### src/rtl/draw_pkg.sv
//------------------------------------------------------------------------------
// Module  : draw_pkg
// Purpose : Shared encodings for the frame draw scheduler.
// Rev     : 1.0  initial release
//------------------------------------------------------------------------------
`default_nettype none

package draw_pkg;

  localparam int COORD_W  = 10;
  localparam int COLOUR_W = 3;

  localparam int CL_PLAT  = 0;
  localparam int CL_BALL  = 1;
  localparam int CL_BRICK = 2;

  localparam logic [COLOUR_W-1:0] COLOUR_BLACK = 3'b000;

  typedef enum logic [2:0] {
    ST_IDLE  = 3'd0,
    ST_START = 3'd1,
    ST_WAIT  = 3'd2,
    ST_NEXT  = 3'd3,
    ST_MOVE  = 3'd4
  } sched_state_t;

  typedef enum logic {
    PASS_ERASE = 1'b0,
    PASS_DRAW  = 1'b1
  } pass_t;

endpackage

`default_nettype wire

### src/rtl/draw_scheduler_if.sv
//------------------------------------------------------------------------------
// Module  : draw_scheduler_if
// Purpose : Client-side draw bus and muxed VGA write port of the scheduler.
// Rev     : 1.0  initial release
//------------------------------------------------------------------------------
`default_nettype none

interface draw_scheduler_if #(
  parameter int NCLIENT = 3
);
  import draw_pkg::*;

  logic [NCLIENT-1:0]          client_en;
  logic [NCLIENT-1:0]          cl_done;
  logic [NCLIENT-1:0]          cl_wren;
  logic [COORD_W*NCLIENT-1:0]  cl_x;
  logic [COORD_W*NCLIENT-1:0]  cl_y;
  logic [COLOUR_W*NCLIENT-1:0] cl_colour;
  logic [NCLIENT-1:0]          cl_start;
  logic [COORD_W-1:0]          vga_x;
  logic [COORD_W-1:0]          vga_y;
  logic [COLOUR_W-1:0]         vga_colour;
  logic                        vga_wren;

  modport master (
    input  client_en, cl_done, cl_wren, cl_x, cl_y, cl_colour,
    output cl_start, vga_x, vga_y, vga_colour, vga_wren
  );

  modport slave (
    output client_en, cl_done, cl_wren, cl_x, cl_y, cl_colour,
    input  cl_start, vga_x, vga_y, vga_colour, vga_wren
  );

endinterface

`default_nettype wire

### src/rtl/frame_tick_gen.sv
//------------------------------------------------------------------------------
// Module  : frame_tick_gen
// Purpose : Free-running frame counter; tick marks the last cycle of a frame.
// Rev     : 1.0  initial release
//------------------------------------------------------------------------------
`default_nettype none

module frame_tick_gen #(
  parameter int FRAME_CYCLES = 833333
) (
  input  wire logic clk,
  input  wire logic resetn,
  output logic      tick
);

  localparam int CNT_W = (FRAME_CYCLES > 1) ? $clog2(FRAME_CYCLES) : 1;
  localparam logic [CNT_W-1:0] C_LAST = CNT_W'(FRAME_CYCLES - 1);

  logic [CNT_W-1:0] r_cnt;

  always_ff @(posedge clk) begin
    if (!resetn)
      r_cnt <= '0;
    else if (r_cnt == C_LAST)
      r_cnt <= '0;
    else
      r_cnt <= r_cnt + CNT_W'(1);
  end

  assign tick = (r_cnt == C_LAST);

endmodule

`default_nettype wire

### src/rtl/draw_scheduler.sv
//------------------------------------------------------------------------------
// Module  : draw_scheduler
// Purpose : Shares the VGA write port between drawing clients, running an
//           ERASE pass, a move strobe and a DRAW pass once per frame.
// Rev     : 1.0  initial release
//------------------------------------------------------------------------------
`default_nettype none

module draw_scheduler
  import draw_pkg::*;
#(
  parameter int NCLIENT      = 3,
  parameter int FRAME_CYCLES = 833333,
  parameter int TIMEOUT      = 65536
) (
  input  wire logic         clk,
  input  wire logic         resetn,
  draw_scheduler_if.master  bus,
  output logic              move_en,
  output logic              busy,
  output logic              frame_overrun,
  output logic              timeout_err
);

  localparam int IDX_W = (NCLIENT > 1) ? $clog2(NCLIENT) : 1;
  localparam int TMR_W = (TIMEOUT > 1) ? $clog2(TIMEOUT) : 1;
  localparam logic [IDX_W-1:0] C_IDX_LAST = IDX_W'(NCLIENT - 1);
  localparam logic [TMR_W-1:0] C_TMR_LAST = TMR_W'(TIMEOUT - 1);

  sched_state_t        r_state, w_state_nxt;
  pass_t               r_pass, w_pass_nxt;
  logic [IDX_W-1:0]    r_idx, w_idx_nxt;
  logic [TMR_W-1:0]    r_timer, w_timer_nxt;
  logic                r_overrun, r_timeout;
  logic                w_tick, w_to_set, w_move, w_in_wait;
  logic [NCLIENT-1:0]  w_start;

  logic                w_sel_en, w_sel_done, w_sel_wren;
  logic [COORD_W-1:0]  w_sel_x, w_sel_y;
  logic [COLOUR_W-1:0] w_sel_col;

  frame_tick_gen #(.FRAME_CYCLES(FRAME_CYCLES)) u_tick (
    .clk    (clk),
    .resetn (resetn),
    .tick   (w_tick)
  );

  // Fields of the currently selected client
  always_comb begin
    w_sel_en   = 1'b0;
    w_sel_done = 1'b0;
    w_sel_wren = 1'b0;
    w_sel_x    = '0;
    w_sel_y    = '0;
    w_sel_col  = '0;
    for (int i = 0; i < NCLIENT; i++) begin
      if (r_idx == IDX_W'(i)) begin
        w_sel_en   = bus.client_en[i];
        w_sel_done = bus.cl_done[i];
        w_sel_wren = bus.cl_wren[i];
        w_sel_x    = bus.cl_x[i*COORD_W +: COORD_W];
        w_sel_y    = bus.cl_y[i*COORD_W +: COORD_W];
        w_sel_col  = bus.cl_colour[i*COLOUR_W +: COLOUR_W];
      end
    end
  end

  always_comb begin
    w_state_nxt = r_state;
    w_pass_nxt  = r_pass;
    w_idx_nxt   = r_idx;
    w_timer_nxt = r_timer;
    w_to_set    = 1'b0;
    w_move      = 1'b0;
    w_start     = '0;
    case (r_state)
      ST_IDLE: begin
        if (w_tick) begin
          w_state_nxt = ST_START;
          w_idx_nxt   = '0;
          w_pass_nxt  = PASS_ERASE;
        end
      end
      ST_START: begin
        w_timer_nxt = '0;
        if (w_sel_en) begin
          w_start     = NCLIENT'(1) << r_idx;
          w_state_nxt = ST_WAIT;
        end else begin
          w_state_nxt = ST_NEXT;
        end
      end
      ST_WAIT: begin
        w_timer_nxt = r_timer + TMR_W'(1);
        // A done arriving on the last allowed cycle still counts as on time
        if (w_sel_done) begin
          w_state_nxt = ST_NEXT;
        end else if (r_timer == C_TMR_LAST) begin
          w_to_set    = 1'b1;
          w_state_nxt = ST_NEXT;
        end
      end
      ST_NEXT: begin
        if (r_idx != C_IDX_LAST) begin
          w_idx_nxt   = r_idx + IDX_W'(1);
          w_state_nxt = ST_START;
        end else if (r_pass == PASS_ERASE) begin
          w_state_nxt = ST_MOVE;
        end else begin
          w_state_nxt = ST_IDLE;
        end
      end
      ST_MOVE: begin
        w_move      = 1'b1;
        w_pass_nxt  = PASS_DRAW;
        w_idx_nxt   = '0;
        w_state_nxt = ST_START;
      end
      default: w_state_nxt = ST_IDLE;
    endcase
  end

  always_ff @(posedge clk) begin
    if (!resetn) begin
      r_state   <= ST_IDLE;
      r_pass    <= PASS_ERASE;
      r_idx     <= '0;
      r_timer   <= '0;
      r_overrun <= 1'b0;
      r_timeout <= 1'b0;
    end else begin
      r_state <= w_state_nxt;
      r_pass  <= w_pass_nxt;
      r_idx   <= w_idx_nxt;
      r_timer <= w_timer_nxt;
      if (w_tick && (r_state != ST_IDLE))
        r_overrun <= 1'b1;
      if (w_to_set)
        r_timeout <= 1'b1;
    end
  end

  assign w_in_wait      = (r_state == ST_WAIT);
  assign bus.cl_start   = w_start;
  assign bus.vga_wren   = w_in_wait & w_sel_wren;
  assign bus.vga_x      = w_in_wait ? w_sel_x : '0;
  assign bus.vga_y      = w_in_wait ? w_sel_y : '0;
  assign bus.vga_colour = (w_in_wait && (r_pass == PASS_DRAW)) ? w_sel_col : COLOUR_BLACK;
  assign move_en        = w_move;
  assign busy           = (r_state != ST_IDLE);
  assign frame_overrun  = r_overrun;
  assign timeout_err    = r_timeout;

endmodule

`default_nettype wire
### src/flat_wrapper.sv
// flat-port wrapper written by rule: the top's interface ports become plain ports
module draw_scheduler_flat import draw_pkg::*;
#(
  parameter int NCLIENT      = 3,
  parameter int FRAME_CYCLES = 833333,
  parameter int TIMEOUT      = 65536
)
  (clk, resetn, move_en, busy, frame_overrun, timeout_err, bus_client_en, bus_cl_done, bus_cl_wren, bus_cl_x, bus_cl_y, bus_cl_colour, bus_cl_start, bus_vga_x, bus_vga_y, bus_vga_colour, bus_vga_wren);
  draw_scheduler_if #(.NCLIENT(NCLIENT)) bus_i ();
  input  wire logic clk;
  input  wire logic resetn;
  output logic move_en;
  output logic busy;
  output logic frame_overrun;
  output logic timeout_err;
  input wire logic [$bits(bus_i.client_en)-1:0] bus_client_en;
  input wire logic [$bits(bus_i.cl_done)-1:0] bus_cl_done;
  input wire logic [$bits(bus_i.cl_wren)-1:0] bus_cl_wren;
  input wire logic [$bits(bus_i.cl_x)-1:0] bus_cl_x;
  input wire logic [$bits(bus_i.cl_y)-1:0] bus_cl_y;
  input wire logic [$bits(bus_i.cl_colour)-1:0] bus_cl_colour;
  output wire logic [$bits(bus_i.cl_start)-1:0] bus_cl_start;
  output wire logic [$bits(bus_i.vga_x)-1:0] bus_vga_x;
  output wire logic [$bits(bus_i.vga_y)-1:0] bus_vga_y;
  output wire logic [$bits(bus_i.vga_colour)-1:0] bus_vga_colour;
  output wire logic [$bits(bus_i.vga_wren)-1:0] bus_vga_wren;
  assign bus_i.client_en = bus_client_en;
  assign bus_i.cl_done = bus_cl_done;
  assign bus_i.cl_wren = bus_cl_wren;
  assign bus_i.cl_x = bus_cl_x;
  assign bus_i.cl_y = bus_cl_y;
  assign bus_i.cl_colour = bus_cl_colour;
  assign bus_cl_start = bus_i.cl_start;
  assign bus_vga_x = bus_i.vga_x;
  assign bus_vga_y = bus_i.vga_y;
  assign bus_vga_colour = bus_i.vga_colour;
  assign bus_vga_wren = bus_i.vga_wren;
  draw_scheduler #(.NCLIENT(NCLIENT), .FRAME_CYCLES(FRAME_CYCLES), .TIMEOUT(TIMEOUT)) u_core (.clk(clk), .resetn(resetn), .bus(bus_i), .move_en(move_en), .busy(busy), .frame_overrun(frame_overrun), .timeout_err(timeout_err));
endmodule
### config.mk
export PLATFORM = sky130hd
export DESIGN_NAME = draw_scheduler_flat
export DESIGN_NICKNAME = d
export VERILOG_FILES = /design/src/rtl/draw_pkg.sv /design/src/rtl/draw_scheduler_if.sv /design/src/rtl/frame_tick_gen.sv /design/src/rtl/draw_scheduler.sv /design/src/flat_wrapper.sv
export SDC_FILE = /design/constraint.sdc
export NUM_CORES = 1
export LEC_CHECK = 0
export ABC_AREA = 1
export CELL_PAD_IN_SITES_DETAIL_PLACEMENT = 0
export CELL_PAD_IN_SITES_GLOBAL_PLACEMENT = 1
export CORE_MARGIN = 3
export CORE_UTILIZATION = 30
export CTS_BUF_LIST = sky130_fd_sc_hd__clkbuf_4
export CTS_CLUSTER_DIAMETER = 50
export DETAILED_ROUTE_END_ITERATION = 16
export PLACE_DENSITY_LB_ADDON = 0.1
export SYNTH_ARGS = -nofsm -noshare
export SYNTH_HDL_FRONTEND = slang
export SYNTH_SLANG_ARGS = --single-unit
### constraint.sdc
create_clock -name clk -period 1.6 [get_ports clk]
set_input_delay 0.16 -clock clk [delete_from_list [all_inputs] [get_ports clk]]
set_output_delay 0.16 -clock clk [all_outputs]
set_load 0.1 [all_outputs]
==> results.json <==
{
  "die_h_um": 106,
  "port_buffers": 110,
  "synth_top_family_by_area": "simple AND/OR/NAND/NOR gates",
  "synthesis.area_um2": 2980,
  "maxSlewViolCount": 0,
  "final_area_um2": 5510,
  "synth_mux_area_frac": 0,
  "ys_seq_area_frac": 0.295,
  "vias_per_cell": 4.73,
  "rsz0062_at_grt": "true",
  "crit_top_cell": "buf_12",
  "root_buffer": "clkbuf_4",
  "synth_top_area_share": 0.295,
  "cts_buffer_depth": 2,
  "violations": "setup timing",
  "finalHoldWorstSlack_ps": 492,
  "ant_nets": 0,
  "syn2layout_area_growth_pct": 84.5,
  "grt_pass1_vias": 3411,
  "initial_core_util": 0.315,
  "clkSinkCount": 44,
  "dieWidth_um": 106,
  "dp_slack_ps": -50.5,
  "synth_compound_area_frac": 0.218,
  "nets": 709,
  "crit_arrival_ps": 1800,
  "ys_ff_latch": 44,
  "yosys_warnings": 0,
  "cp-end-kind": "output port",
  "synthAdderAreaFrac": 0.0252,
  "grt_first_pass_wirelength_um": 17100,
  "cp-start-kind": "flip-flop",
  "place.gp.congestion": 0.817,
  "crit_cells": 8,
  "layout_commonest_cell": "nand2_1",
  "cp_top_family": "buffers and inverters",
  "worst_pin_slew_ps": 366,
  "r2r-start": "u_core.r_idx[1]",
  "critPathMaxFanout": 5,
  "core-area_um2": 9460,
  "r2r-end": "u_core.r_state[0]",
  "crit_path_start": "u_core.r_idx[1]",
  "fin_ws_ps": -356,
  "first_pass_iters": 4,
  "final_cell_mix": "99 x nand2_1, 79 x clkdlybuf4s50_1, 56 x inv_1, 50 x a21oi_1, 38 x dfxtp_1",
  "fmax_mhz": 511,
  "n_antenna_cell": 0,
  "synth_area_leader_cell": "dfxtp_1",
  "synthCells": 483,
  "dp.final_hpwl_um": 7950,
  "hp-class": "flip-flop to flip-flop",
  "routed_wl_um": 10300,
  "power_density_nw_per_um2": 677,
  "rrSetupSlack_ps": 100,
  "setup_viol": 27,
  "clock_latency_ps": 350,
  "max-cap-violations": 0,
  "ios": 111,
  "wire_per_inst_um": 13.7,
  "rows": 35,
  "period_needed_ps": 1960,
  "slowest_stage": "dfxtp_2",
  "drcViolationCount": 0,
  "die-area_um2": 11200,
  "timing.final.crit_share": 1.22,
  "hold_viol": 0,
  "r2r_cells": 6,
  "grtUsageTotal": 0.184,
  "vias": 3560,
  "postLayoutCoreUtil": 0.582,
  "leakage_nw": 2.03,
  "drive_gt1_frac": 0.295,
  "grt_remaining_overflow": 0,
  "cp.required_ps": 1440,
  "synth_nets": 569,
  "crit_chain": "inv_4 -> ha_4 -> nor2_4 -> buf_12 -> buf_16 -> nand2_4 -> a21oi_4 -> buf_12",
  "yosysUniqueCellTypes": 35,
  "synth_area_leaders": "dfxtp_1 30%, nand2_1 15%, a21oi_1 13%",
  "antenna_found_initial": 0,
  "path_class": "flip-flop to output port",
  "fin_skew_ps": 9.83,
  "tritoncts": "done",
  "synth-xor-area-share": 0.0147,
  "run_status": "complete, but fails checks",
  "placed_area_um2": 5170,
  "drt_iter0_drc": 134,
  "cp_num_buf_inv": 4,
  "cts_buffers": 5,
  "grt_max_degree": 27,
  "clk_pin_slew_ps": 130,
  "power_mw": 3.73,
  "slew_headroom": 0.755,
  "syn_avg_cell_area_um2": 6.18,
  "vdd_drop_max_mv": 0.434,
  "crit_path_end": "bus_vga_x[1]",
  "cts_max_level": 2,
  "slowest_delay_ps": 370,
  "cts_hold_buf": 0,
  "synthSimpleGateAreaFrac": 0.330
}
-- state kept, by name, summed over array words and instances (netlist names) --
register and cells:
u_core.frame_overrun 1, u_core.u_tick.r_cnt 20, u_core.r_timer 16, u_core.timeout_err 1, u_core.r_idx 2, u_core.r_state 3, u_core.r_pass 1
-- worst min-delay path, stage by stage (launching register included) --
cell and delay [ps]:
dfxtp_1 350, nand2_1 60, a21oi_1 50
-- cell usage after synthesis --
cell type,instances
or2_2,1
inv_2,2
a21oi_1,75
o21ai_0,39
nor4_1,1
a211oi_1,1
nor2_2,6
or2_0,1
o22ai_1,1
nand2_2,7
nand3_1,19
buf_4,5
xor2_1,5
o211ai_1,1
ha_1,6
a21boi_0,1
nor3_1,9
o21a_1,1
o21ai_1,1
nor2_4,3
buf_6,1
nor2_1,37
nand2_1,121
inv_1,64
a22oi_1,2
dfxtp_1,44
nand3_2,4
clkbuf_1,8
a21o_1,1
nor3b_1,1
nor3_2,4
a21oi_2,1
buf_2,4
a221oi_1,1
nand4_1,5
-- kinds of logic after synthesis --
family	after synthesis
AO/OA/AOI/OAI	125
buffers and inverters	84
AND/OR/NAND/NOR	219
adder cells (fa/ha/maj)	6
XOR/XNOR	5
flip-flops	44
-- area by class of cell --
class / instances / area (um2)
Clock buffer: 5 / 37.5
Tap cell: 129 / 161
Multi-Input combinational cell: 355 / 2320
Clock inverter: 3 / 37.5
Timing Repair Buffer: 151 / 1800
Fill cell: 877 / 3950
Sequential cell: 44 / 891
Inverter: 66 / 265
-- metal layers --
layer	global-route usage	vias to the layer above	wire length [um]	share of wire
met5	0	-	0	0
met1	0.253	1598	5000	0.49
li1	-	1845	-	-
met4	0.0333	0	63	0.0061
met2	0.302	112	4610	0.45
met3	0.0337	5	627	0.061
-- through the flow --
stage / setup TNS (ps) / cells
global placement: -27.5 / 735
global route: -11560 / 753
finish: -8620 / 753
CTS: -9420 / 749
floorplan: -5320 / 483
detailed placement: -567 / 735
-- what timing repair did --
item	in CTS	in global routing
resized for setup	29	22
cloned	1	0
endpoints found under the setup margin	28	42
hold endpoints to repair	0	0
pin swaps	26	5
setup buffers	5	5
-- where the power goes --
part	total, mW	switching [mW]	internal [mW]
Sequential	1.14	0.0225	1.12
Clock	0.680	0.360	0.320
Combinational	1.91	1.08	0.828
Total	3.73	1.46	2.27
-- worst min-delay path by stage --
stage / from / to / slack (ps) / cells after the start
after floorplan: u_core.r_pass / u_core.r_state[2] / 420 / 1
final: u_core.u_tick.r_cnt[19] / u_core.u_tick.r_cnt[19] / 490 / 2
after global routing: u_core.u_tick.r_cnt[8] / u_core.u_tick.r_cnt[8] / 520 / 2
after detailed placement: u_core.u_tick.r_cnt[19] / u_core.u_tick.r_cnt[19] / 470 / 2
after global placement: u_core.u_tick.r_cnt[16] / u_core.u_tick.r_cnt[16] / 460 / 2
after CTS: u_core.u_tick.r_cnt[19] / u_core.u_tick.r_cnt[19] / 490 / 2
(Power assumes the default switching activity.)
